## src/rtl/cv32e40p_instr_l0_buffer_pkg.sv

```systemverilog
// Shared types and constants for the single-line L0 instruction buffer.
package cv32e40p_pkg;

  localparam int unsigned L0_LINE_WORDS_DEFAULT = 4;

  typedef enum logic [1:0] {
    L0_IDLE,
    L0_FILL,
    L0_DONE
  } l0_state_e;

  // Response payload returned to the prefetch buffer
  typedef struct packed {
    logic [31:0] rdata;
    logic        err;
  } l0_rsp_t;

endpackage

```

## src/rtl/cv32e40p_l0_fill_ctrl.sv

```systemverilog
// Line-fill sequencer: grant/response counters and the OBI master request toward memory.
module cv32e40p_l0_fill_ctrl
  import cv32e40p_pkg::*;
#(
  parameter int unsigned LINE_WORDS = L0_LINE_WORDS_DEFAULT,
  localparam int unsigned IDX = $clog2(LINE_WORDS),
  localparam int unsigned TAG_W = 30 - IDX
) (
  input  logic             clk,
  input  logic             rst_n,
  input  logic             start_i,
  input  logic             fill_i,
  input  logic [TAG_W-1:0] tag_i,
  input  logic             instr_gnt_i,
  input  logic             instr_rvalid_i,
  output logic             instr_req_o,
  output logic [31:0]      instr_addr_o,
  output logic [IDX-1:0]   rsp_idx_o,
  output logic             rsp_last_o
);

  localparam logic [IDX:0] CNT_FULL = (IDX + 1)'(LINE_WORDS);
  localparam logic [IDX:0] CNT_LAST = (IDX + 1)'(LINE_WORDS - 1);

  logic [IDX:0] gnt_cnt_q;
  logic [IDX:0] rsp_cnt_q;

  // Request stays up with a stable address until memory grants it
  assign instr_req_o  = fill_i & (gnt_cnt_q < CNT_FULL);
  assign instr_addr_o = instr_req_o ? {tag_i, gnt_cnt_q[IDX-1:0], 2'b00} : 32'h0;
  assign rsp_idx_o    = rsp_cnt_q[IDX-1:0];
  assign rsp_last_o   = fill_i & instr_rvalid_i & (rsp_cnt_q == CNT_LAST);

  always_ff @(posedge clk or negedge rst_n) begin
    if (!rst_n) begin
      gnt_cnt_q <= '0;
      rsp_cnt_q <= '0;
    end else if (start_i) begin
      gnt_cnt_q <= '0;
      rsp_cnt_q <= '0;
    end else if (fill_i) begin
      if (instr_req_o && instr_gnt_i) begin
        gnt_cnt_q <= gnt_cnt_q + (IDX + 1)'(1);
      end
      if (instr_rvalid_i) begin
        rsp_cnt_q <= rsp_cnt_q + (IDX + 1)'(1);
      end
    end
  end

endmodule

```

## src/rtl/cv32e40p_instr_l0_buffer.sv

```systemverilog
// Single-line L0 instruction buffer between the prefetch OBI port and instruction memory.
// Optional hit/miss performance counters are enabled with CV32E40P_L0_PERF_EN.
module cv32e40p_instr_l0_buffer
  import cv32e40p_pkg::*;
#(
  parameter int unsigned LINE_WORDS = L0_LINE_WORDS_DEFAULT
) (
  input  logic        clk,
  input  logic        rst_n,
  input  logic        flush_i,
  input  logic        core_instr_req_i,
  output logic        core_instr_gnt_o,
  input  logic [31:0] core_instr_addr_i,
  output logic        core_instr_rvalid_o,
  output logic [31:0] core_instr_rdata_o,
  output logic        core_instr_err_o,
  output logic        instr_req_o,
  input  logic        instr_gnt_i,
  output logic [31:0] instr_addr_o,
  input  logic        instr_rvalid_i,
  input  logic [31:0] instr_rdata_i,
  input  logic        instr_err_i,
  output logic        busy_o,
  output logic [31:0] hit_cnt_o,
  output logic [31:0] miss_cnt_o
);

  localparam int unsigned IDX   = $clog2(LINE_WORDS);
  localparam int unsigned TAG_W = 30 - IDX;

  l0_state_e        state_q, state_d;
  logic             line_valid_q;
  logic [TAG_W-1:0] tag_q;
  logic [IDX-1:0]   crit_q;
  logic             err_seen_q;
  logic             flush_seen_q;
  logic [31:0]      line_q [LINE_WORDS];
  l0_rsp_t          rsp_q;
  logic             rvalid_q;

  logic [TAG_W-1:0] req_tag;
  logic [IDX-1:0]   req_idx;
  logic             hit;
  logic             hit_gnt;
  logic             miss_gnt;
  logic             fill;
  logic             rsp_we;
  logic [IDX-1:0]   rsp_idx;
  logic             rsp_last;
  logic             unused_addr;

  assign req_tag     = core_instr_addr_i[31:IDX+2];
  assign req_idx     = core_instr_addr_i[IDX+1:2];
  assign unused_addr = ^core_instr_addr_i[1:0];

  // A same-cycle flush must not be served from the stale line
  assign hit              = line_valid_q & (tag_q == req_tag) & ~flush_i;
  assign core_instr_gnt_o = core_instr_req_i & (state_q == L0_IDLE);
  assign hit_gnt          = core_instr_gnt_o & hit;
  assign miss_gnt         = core_instr_gnt_o & ~hit;
  assign fill             = (state_q == L0_FILL);
  assign rsp_we           = fill & instr_rvalid_i;

  cv32e40p_l0_fill_ctrl #(
    .LINE_WORDS (LINE_WORDS)
  ) u_fill_ctrl (
    .clk            (clk),
    .rst_n          (rst_n),
    .start_i        (miss_gnt),
    .fill_i         (fill),
    .tag_i          (tag_q),
    .instr_gnt_i    (instr_gnt_i),
    .instr_rvalid_i (instr_rvalid_i),
    .instr_req_o    (instr_req_o),
    .instr_addr_o   (instr_addr_o),
    .rsp_idx_o      (rsp_idx),
    .rsp_last_o     (rsp_last)
  );

  always_ff @(posedge clk or negedge rst_n) begin
    if (!rst_n) begin
      state_q <= L0_IDLE;
    end else begin
      state_q <= state_d;
    end
  end

  always_comb begin
    state_d = state_q;
    unique case (state_q)
      L0_IDLE: if (miss_gnt) state_d = L0_FILL;
      L0_FILL: if (rsp_last) state_d = L0_DONE;
      L0_DONE: state_d = L0_IDLE;
      default: state_d = L0_IDLE;
    endcase
  end

  // Tag, validity and the registered single-cycle response toward the core
  always_ff @(posedge clk or negedge rst_n) begin
    if (!rst_n) begin
      line_valid_q <= 1'b0;
      tag_q        <= '0;
      crit_q       <= '0;
      err_seen_q   <= 1'b0;
      flush_seen_q <= 1'b0;
      rvalid_q     <= 1'b0;
      rsp_q        <= '0;
    end else begin
      rvalid_q <= 1'b0;
      if (hit_gnt) begin
        rvalid_q    <= 1'b1;
        rsp_q.rdata <= line_q[req_idx];
        rsp_q.err   <= 1'b0;
      end
      if (miss_gnt) begin
        tag_q        <= req_tag;
        crit_q       <= req_idx;
        line_valid_q <= 1'b0;
        err_seen_q   <= 1'b0;
        flush_seen_q <= 1'b0;
      end else if ((state_q == L0_IDLE) && flush_i) begin
        line_valid_q <= 1'b0;
      end
      if (rsp_we) begin
        err_seen_q <= err_seen_q | instr_err_i;
        if (rsp_idx == crit_q) begin
          rvalid_q    <= 1'b1;
          rsp_q.rdata <= instr_rdata_i;
          rsp_q.err   <= instr_err_i;
        end
      end
      if ((state_q != L0_IDLE) && flush_i) begin
        flush_seen_q <= 1'b1;
      end
      // Commit the line only if every word arrived clean and no flush intervened
      if (state_q == L0_DONE) begin
        line_valid_q <= ~err_seen_q & ~flush_seen_q & ~flush_i;
      end
    end
  end

  always_ff @(posedge clk or negedge rst_n) begin
    if (!rst_n) begin
      for (int unsigned i = 0; i < LINE_WORDS; i++) begin
        line_q[i] <= '0;
      end
    end else if (rsp_we) begin
      line_q[rsp_idx] <= instr_rdata_i;
    end
  end

  assign core_instr_rvalid_o = rvalid_q;
  assign core_instr_rdata_o  = rsp_q.rdata;
  assign core_instr_err_o    = rsp_q.err;
  assign busy_o              = (state_q != L0_IDLE) | rvalid_q;

`ifdef CV32E40P_L0_PERF_EN
  logic [31:0] hit_cnt_q;
  logic [31:0] miss_cnt_q;

  // Saturating event counters, cleared only by reset
  always_ff @(posedge clk or negedge rst_n) begin
    if (!rst_n) begin
      hit_cnt_q  <= '0;
      miss_cnt_q <= '0;
    end else begin
      if (hit_gnt && (hit_cnt_q != 32'hFFFF_FFFF)) begin
        hit_cnt_q <= hit_cnt_q + 32'd1;
      end
      if (miss_gnt && (miss_cnt_q != 32'hFFFF_FFFF)) begin
        miss_cnt_q <= miss_cnt_q + 32'd1;
      end
    end
  end

  assign hit_cnt_o  = hit_cnt_q;
  assign miss_cnt_o = miss_cnt_q;
`else
  assign hit_cnt_o  = 32'h0;
  assign miss_cnt_o = 32'h0;
`endif

endmodule

```

## config.mk

```make
export PLATFORM = sky130hd
export DESIGN_NAME = cv32e40p_instr_l0_buffer
export DESIGN_NICKNAME = d
export VERILOG_FILES = /design/src/rtl/cv32e40p_instr_l0_buffer_pkg.sv /design/src/rtl/cv32e40p_l0_fill_ctrl.sv /design/src/rtl/cv32e40p_instr_l0_buffer.sv
export SDC_FILE = /design/constraint.sdc
export NUM_CORES = 1
export LEC_CHECK = 0
export ABC_CLOCK_PERIOD_IN_PS = 5000
export BUFFER_PORTS_ARGS = -buffer_cell sky130_fd_sc_hd__buf_2
export CORE_ASPECT_RATIO = 1.75
export CORE_UTILIZATION = 45
export CTS_CLUSTER_DIAMETER = 120
export DETAILED_ROUTE_END_ITERATION = 8
export HOLD_SLACK_MARGIN = 0.12
export PLACE_DENSITY = 0.68
export SLEW_MARGIN = 10
export SYNTH_ARGS = -nofsm -noshare
export SYNTH_HDL_FRONTEND = slang
export SYNTH_SLANG_ARGS = --single-unit
export TNS_END_PERCENT = 20
```

## constraint.sdc

```tcl
create_clock -name clk -period 5 [get_ports clk]
set_input_delay 0.75 -clock clk [delete_from_list [all_inputs] [get_ports clk]]
set_output_delay 0.75 -clock clk [all_outputs]
set_load 0.005 [all_outputs]
```

After elaboration in Yosys (flattened, before gate mapping)
Cells that the tools add are included.
{ "word_totals": {"memories": 0, "mem_bits_ro": 0, "word_cells": 89, "ramBits": 0, "out_inout_bits": 133, "inputBits": 71, "regBits": 203, "latchBits": 0} }
{ "op_classes": {"add_sub_neg": 2, "div": 0, "n_shift": 0, "bitwise_logic": 18, "eq_ne": 7, "order_cmp": 4, "mul": 0, "reduce_logical": 15, "muxes": 28} }
{ "ops": {"columns": ["op", "count"], "rows": [
  ["$bwmux W128", 1],
  ["$mux W32", 4],
  ["$mux W33", 3],
  ["$bmux W32 S2", 1],
  ["$demux W32 S2", 1],
  ["$eq A28 B28 Y1", 1],
  ["$mux W3", 6],
  ["$reduce_bool A2 Y1", 6],
  ["$and A1 B1 Y1", 10],
  ["$mux W1", 9],
  ["$add A3 B1 Y3 const B", 2],
  ["$ge A3 B3 Y1 const B", 2],
  ["$not A2 Y3", 2],
  ["$reduce_and A2 Y1", 3],
  ["$logic_and A1 B1 Y1", 4],
  ["$mux W2", 2],
  ["$ne A2 B2 Y1 const B", 2],
  ["$not A1 Y1", 4],
  ["$pmux W2 S2", 1],
  ["$eq A3 B2 Y1 const B", 1],
  ["$lt A3 B1 Y1 const B", 1],
  ["$lt A3 B3 Y1 const B", 1],
  ["$reduce_bool A3 Y1", 1],
  ["$eq A2 B1 Y1 const B", 1],
  ["other kinds (4)", 5]
]} }

Longest topological paths before layout
{ "depth": {"ltp_word": 7, "mapped_depth": 7, "ltp_nobuf": 5} }

Cells and area by module
A second synthesis with hierarchy kept.
{ "unflattened": {"hier_cells": 776, "hier_area_um2": 10108.4} }
{ "by_module_without_submodules": {"columns": ["mod", "cells_each", "instances", "seq_area_each_um2", "area_per_inst_um2"], "rows": [
  ["cv32e40p_instr_l0_buffer", 707, 1, 4929.7, 9499.1],
  ["cv32e40p_l0_fill_ctrl", 69, 1, 150.1, 609.3]
]} }

Least setup slack after synthesis
Ideal clock, no wire load.
{ "synth_timing": {"kind": "input -> register", "startpoint": "input port core_instr_addr_i[16]", "endpoint": "register crit_q[0]", "arrival_time_ns": 2.059, "cell_stages": 7, "path_buffers": 2, "t_required_ns": 4.875, "slack_ns": 2.816, "setup_ns": 0.125, "path_cell_list": "xor2_1 nor4_1 and4_1 buf_4 a21boi_2 buf_6 mux2_4"} }
{ "synth_via": {"elab_chain_len": 5} }
{ "synth_rtl": {"columns": ["element", "line", "rtl"], "rows": [
  ["start, declared", "cv32e40p_instr_l0_buffer.sv:13", "input logic [31:0] core_instr_addr_i,"],
  ["$eq A28 B28 Y1", "cv32e40p_instr_l0_buffer.sv:57", "assign hit = line_valid_q & (tag_q == req_tag) & ~flush_i;"],
  ["$and A1 B1 Y1 (2 in series)", "cv32e40p_instr_l0_buffer.sv:57", null],
  ["$not A1 Y1", "cv32e40p_instr_l0_buffer.sv:60", "assign miss_gnt = core_instr_gnt_o & ~hit;"],
  ["$and A1 B1 Y1", "cv32e40p_instr_l0_buffer.sv:60", null],
  ["end signal, assigned", "cv32e40p_instr_l0_buffer.sv:117", "crit_q <= req_idx;"],
  ["end, declared", "cv32e40p_instr_l0_buffer.sv:34", "logic [IDX-1:0] crit_q;"]
]} }
Every way passes these cells.
A chain may end at the register's enable or synchronous reset.

Final worst setup path
{ "layout_timing": {"startpoint": "register tag_q[0]", "endpoint": "register tag_q[27]"} }
{ "layout_via": {"elab_chain_len": 5} }
{ "layout_rtl": {"columns": ["element", "line", "rtl"], "rows": [
  ["start, declared", "cv32e40p_instr_l0_buffer.sv:33", "logic [TAG_W-1:0] tag_q;"],
  ["start signal, assigned", "cv32e40p_instr_l0_buffer.sv:116", "tag_q <= req_tag;"],
  ["$eq A28 B28 Y1", "cv32e40p_instr_l0_buffer.sv:57", null],
  ["$and A1 B1 Y1 (2 in series)", "cv32e40p_instr_l0_buffer.sv:57", null],
  ["$not A1 Y1", "cv32e40p_instr_l0_buffer.sv:60", null],
  ["$and A1 B1 Y1", "cv32e40p_instr_l0_buffer.sv:60", null]
]} }
Every way passes these cells.

==> metrics <==
RSZ-0062 raised after global routing=false; fin crit period=2.84 ns; row cnt=just over 70; initial antenna violation count=0; H-tree levels=1; Max Buffers Root-to-Sink=3; FF+latch count, synth=203; Worst-Skew Late Latency=around 0.50 ns; asr flop ratio synth=100%; CP dominant cell by count=buf_4; Lkg Pwr=between 5 and 6 nW; Routability Congestion=around 0.72; Synth cell types=36; CTS tree=yes; Post-CTS Setup Repair Bufs=0; DP HPWL=around 14000 µm; yosys warns=0; period utilization=56.8%; max cap viols=0; vias=about 6400; grt ovf=0; Initial Util=a little under half; Port Buf Inserts=about 140; sequential area share after synthesis=approximately half; ratio of cells with drive above 1 in the final layout=between 40% and 50%; VDD IR max=0.372 mV; CP Capture Type=flip-flop; first-pass GRT wire length=roughly 36000 µm; run status=complete, no violations; Final TNS setup=0 ns; chip width=about 110 µm; Peak Freq=~350 MHz; crit path launch type=flip-flop; Final Setup Violations=0; pre-CTS setup slack=~1.7 ns; Reg clk slew, reported paths=about 0.070 ns; CP Max Fanout=34; power per cell area=607 nW/µm²; final core occ=52.4%; CP arrival=roughly 3.2 ns; total power=slightly below 7 mW; synthesized area=between 10000 and 15000 µm²; Routed Antenna Nets=0; final slew viol count=0; full die area=roughly 23000 µm²; Total Routing Usage GR=~20%; Hold Crit Class=input pin to asynchronous set/reset pin; drt drc=0; Hold Buf Count CTS=0; WP data required=5.38 ns; core area=21700 µm²; Clock Skew=slightly above 0.007 ns; Final Hold Fails=0; DR WL/cell=~19 µm; Num CTS Buffers=21; Nets=between 900 and 1000; CTS resizes=0; ys flop type=dfrtp_1; final wirelength=22300 µm; CTS root buf=clkbuf_16; vias in the first global route=between 6000 and 7000; average size of a mapped cell=between 10 and 15 µm²; post-DR vias/cell=around 5.4; Syn-to-layout area delta=13.6%; Largest stage delay, worst path=around 0.67 ns; Synth top area share=50.8%; Seq. cell area=slightly above 5000 µm²; Post-synth EDFFs=0; Setup CP Type=flip-flop to flip-flop; largest net degree at the start of global routing=between 100 and 150; Filler cells=1898; Max stage delay cell, worst path=a21boi_4; Initial DRC Count=around 380; area leader, netlist=dfrtp_1; top cells by area, synth=dfrtp_1 (51%), mux2_2 (14%), mux4_2 (7.2%), buf_4 (5.0%), mux2_4 (4.5%); Die Y=199 µm; relative slew slack=around 31%; footprint of the multi-input gates=roughly 4400 µm²; worst setup margin=2.16 ns; Antenna Cells=0; DRT Pass-1 Iters=4; Boundary Pins=204; worst-path cell chain=xor2_1, nor4_2, and4_2, buf_4, a21boi_4, buf_4, mux2_4; Slew @ Worst Pin=slightly above 1 ns; CTS Sinks=between 200 and 250; Post-Synthesis Cells=766
[cell type report]
class / instances / area share [%]
clock buffers: 28 / 5.12
clock inverters: 9 / 0.947
inverters: 6 / 0.198
multi-input cells: 504 / 39.0
flip-flops and latches: 203 / 44.7
well taps: 292 / 3.22
repair buffers: 145 / 6.79
[kinds of logic after synthesis]
logic type | Yosys count | share of synthesized area, %
fa+ha+maj | 6 | 0.750
simple gates | 134 | 7.42
other cells | 1 | 0.0375
compound gates | 76 | 4.39
xor+xnor | 32 | 2.80
mux | 190 | 26.1
buf+inv | 124 | 7.72
flops | 203 | 50.8
[state kept, by name, summed over array words and instances (netlist names)]
name                   count
core_instr_err_o           1
err_seen_q                 1
core_instr_rvalid_o        1
line_q                   128
u_fill_ctrl.rsp_cnt_q      3
crit_q                     2
flush_seen_q               1
core_instr_rdata_o        32
state_q                    2
tag_q                     28
line_valid_q               1
u_fill_ctrl.gnt_cnt_q      3
[cell usage after synthesis (all sizes together) (2+ instances only)]
| library cell | count |
|---|---|
| nand2 | 8 |
| xor2 | 29 |
| o21ai | 35 |
| nand4 | 34 |
| a21oi | 3 |
| nand3 | 3 |
| dfrtp | 203 |
| a31oi | 33 |
| clkbuf | 21 |
| xnor2 | 3 |
| and4 | 2 |
| mux4 | 32 |
| nor4 | 6 |
| mux2 | 158 |
| and2 | 31 |
| buf | 97 |
| nor3b | 3 |
| ha | 6 |
| a31o | 2 |
| nor2 | 42 |
| inv | 6 |
[power by group]
part | internal, mW | leakage [nW] | switching [mW] | total, mW
Sequential | 2.47 | 2.40 | 0.454 | 2.92
Combinational | 1.42 | 2.34 | 0.974 | 2.39
Clock | 0.924 | 0.334 | 0.658 | 1.58
[layout by cell type, fill, tap and decap left out, types with 3 or more instances in the layout]
cell type	count
dfrtp_1	203
buf_2	134
mux2_2	128
conb_1	66
nor2_1	42
o21ai_0	35
nand4_1	34
a31oi_1	33
mux4_2	32
and2_1	31
mux2_4	30
xor2_1	29
clkbuf_16	21
buf_4	9
inv_1	6
ha_1	6
nand2_1	4
nand2_2	4
clkbuf_1	4
clkbuf_8	4
xnor2_1	3
nor4_1	3
nor4_2	3
a21oi_1	3
clkinv_2	3
[routing by layer]
| metal | track usage [%] | wire (µm) | vias up |
|---|---|---|---|
| met5 | 0 | 0 | - |
| li1 | - | - | 2848 |
| met2 | 36.6 | 11700 | 220 |
| met3 | 2.94 | 1060 | 44 |
| met1 | 24.5 | 8920 | 3261 |
| met4 | 6.73 | 654 | 0 |
[final timing paths]
path / start / slack, ns / endpoint / cells past startpoint
max: tag_q[0] / 2.16 / tag_q[27] / 7
min: rst_n / 0.40 / core_instr_rdata_o[24] / 1
max reg2reg: tag_q[0] / 2.16 / tag_q[27] / 7
min reg2reg: line_q[49] / 0.50 / line_q[49] / 1
max in group asynchronous: rst_n / 3.60 / tag_q[18] / 2
min in group clk: flush_i / 0.48 / line_valid_q / 2
[metrics by stage]
stage	cell area [µm²]	cells	hold slack [ns]
floorplan	10200	831	0.454
global placement	10700	1150	0.481
detailed placement	10700	1150	0.487
CTS	11400	1187	0.463
global route	11400	1187	0.494
finish	11400	1187	0.401
[worst max-delay path, delay by kind of cell, from the launching register on]
| family | cells | cell delay, ns |
|---|---|---|
| buffers and inverters | 2 | 0.78 |
| AOI/OAI and AO/OA | 1 | 0.67 |
| DFF | 1 | 0.41 |
| muxes | 1 | 0.34 |
| and+or+nand+nor | 2 | 0.29 |
| xor gates and xnor gates | 1 | 0.21 |
Note: power is estimated with default switching activity, not from simulation.
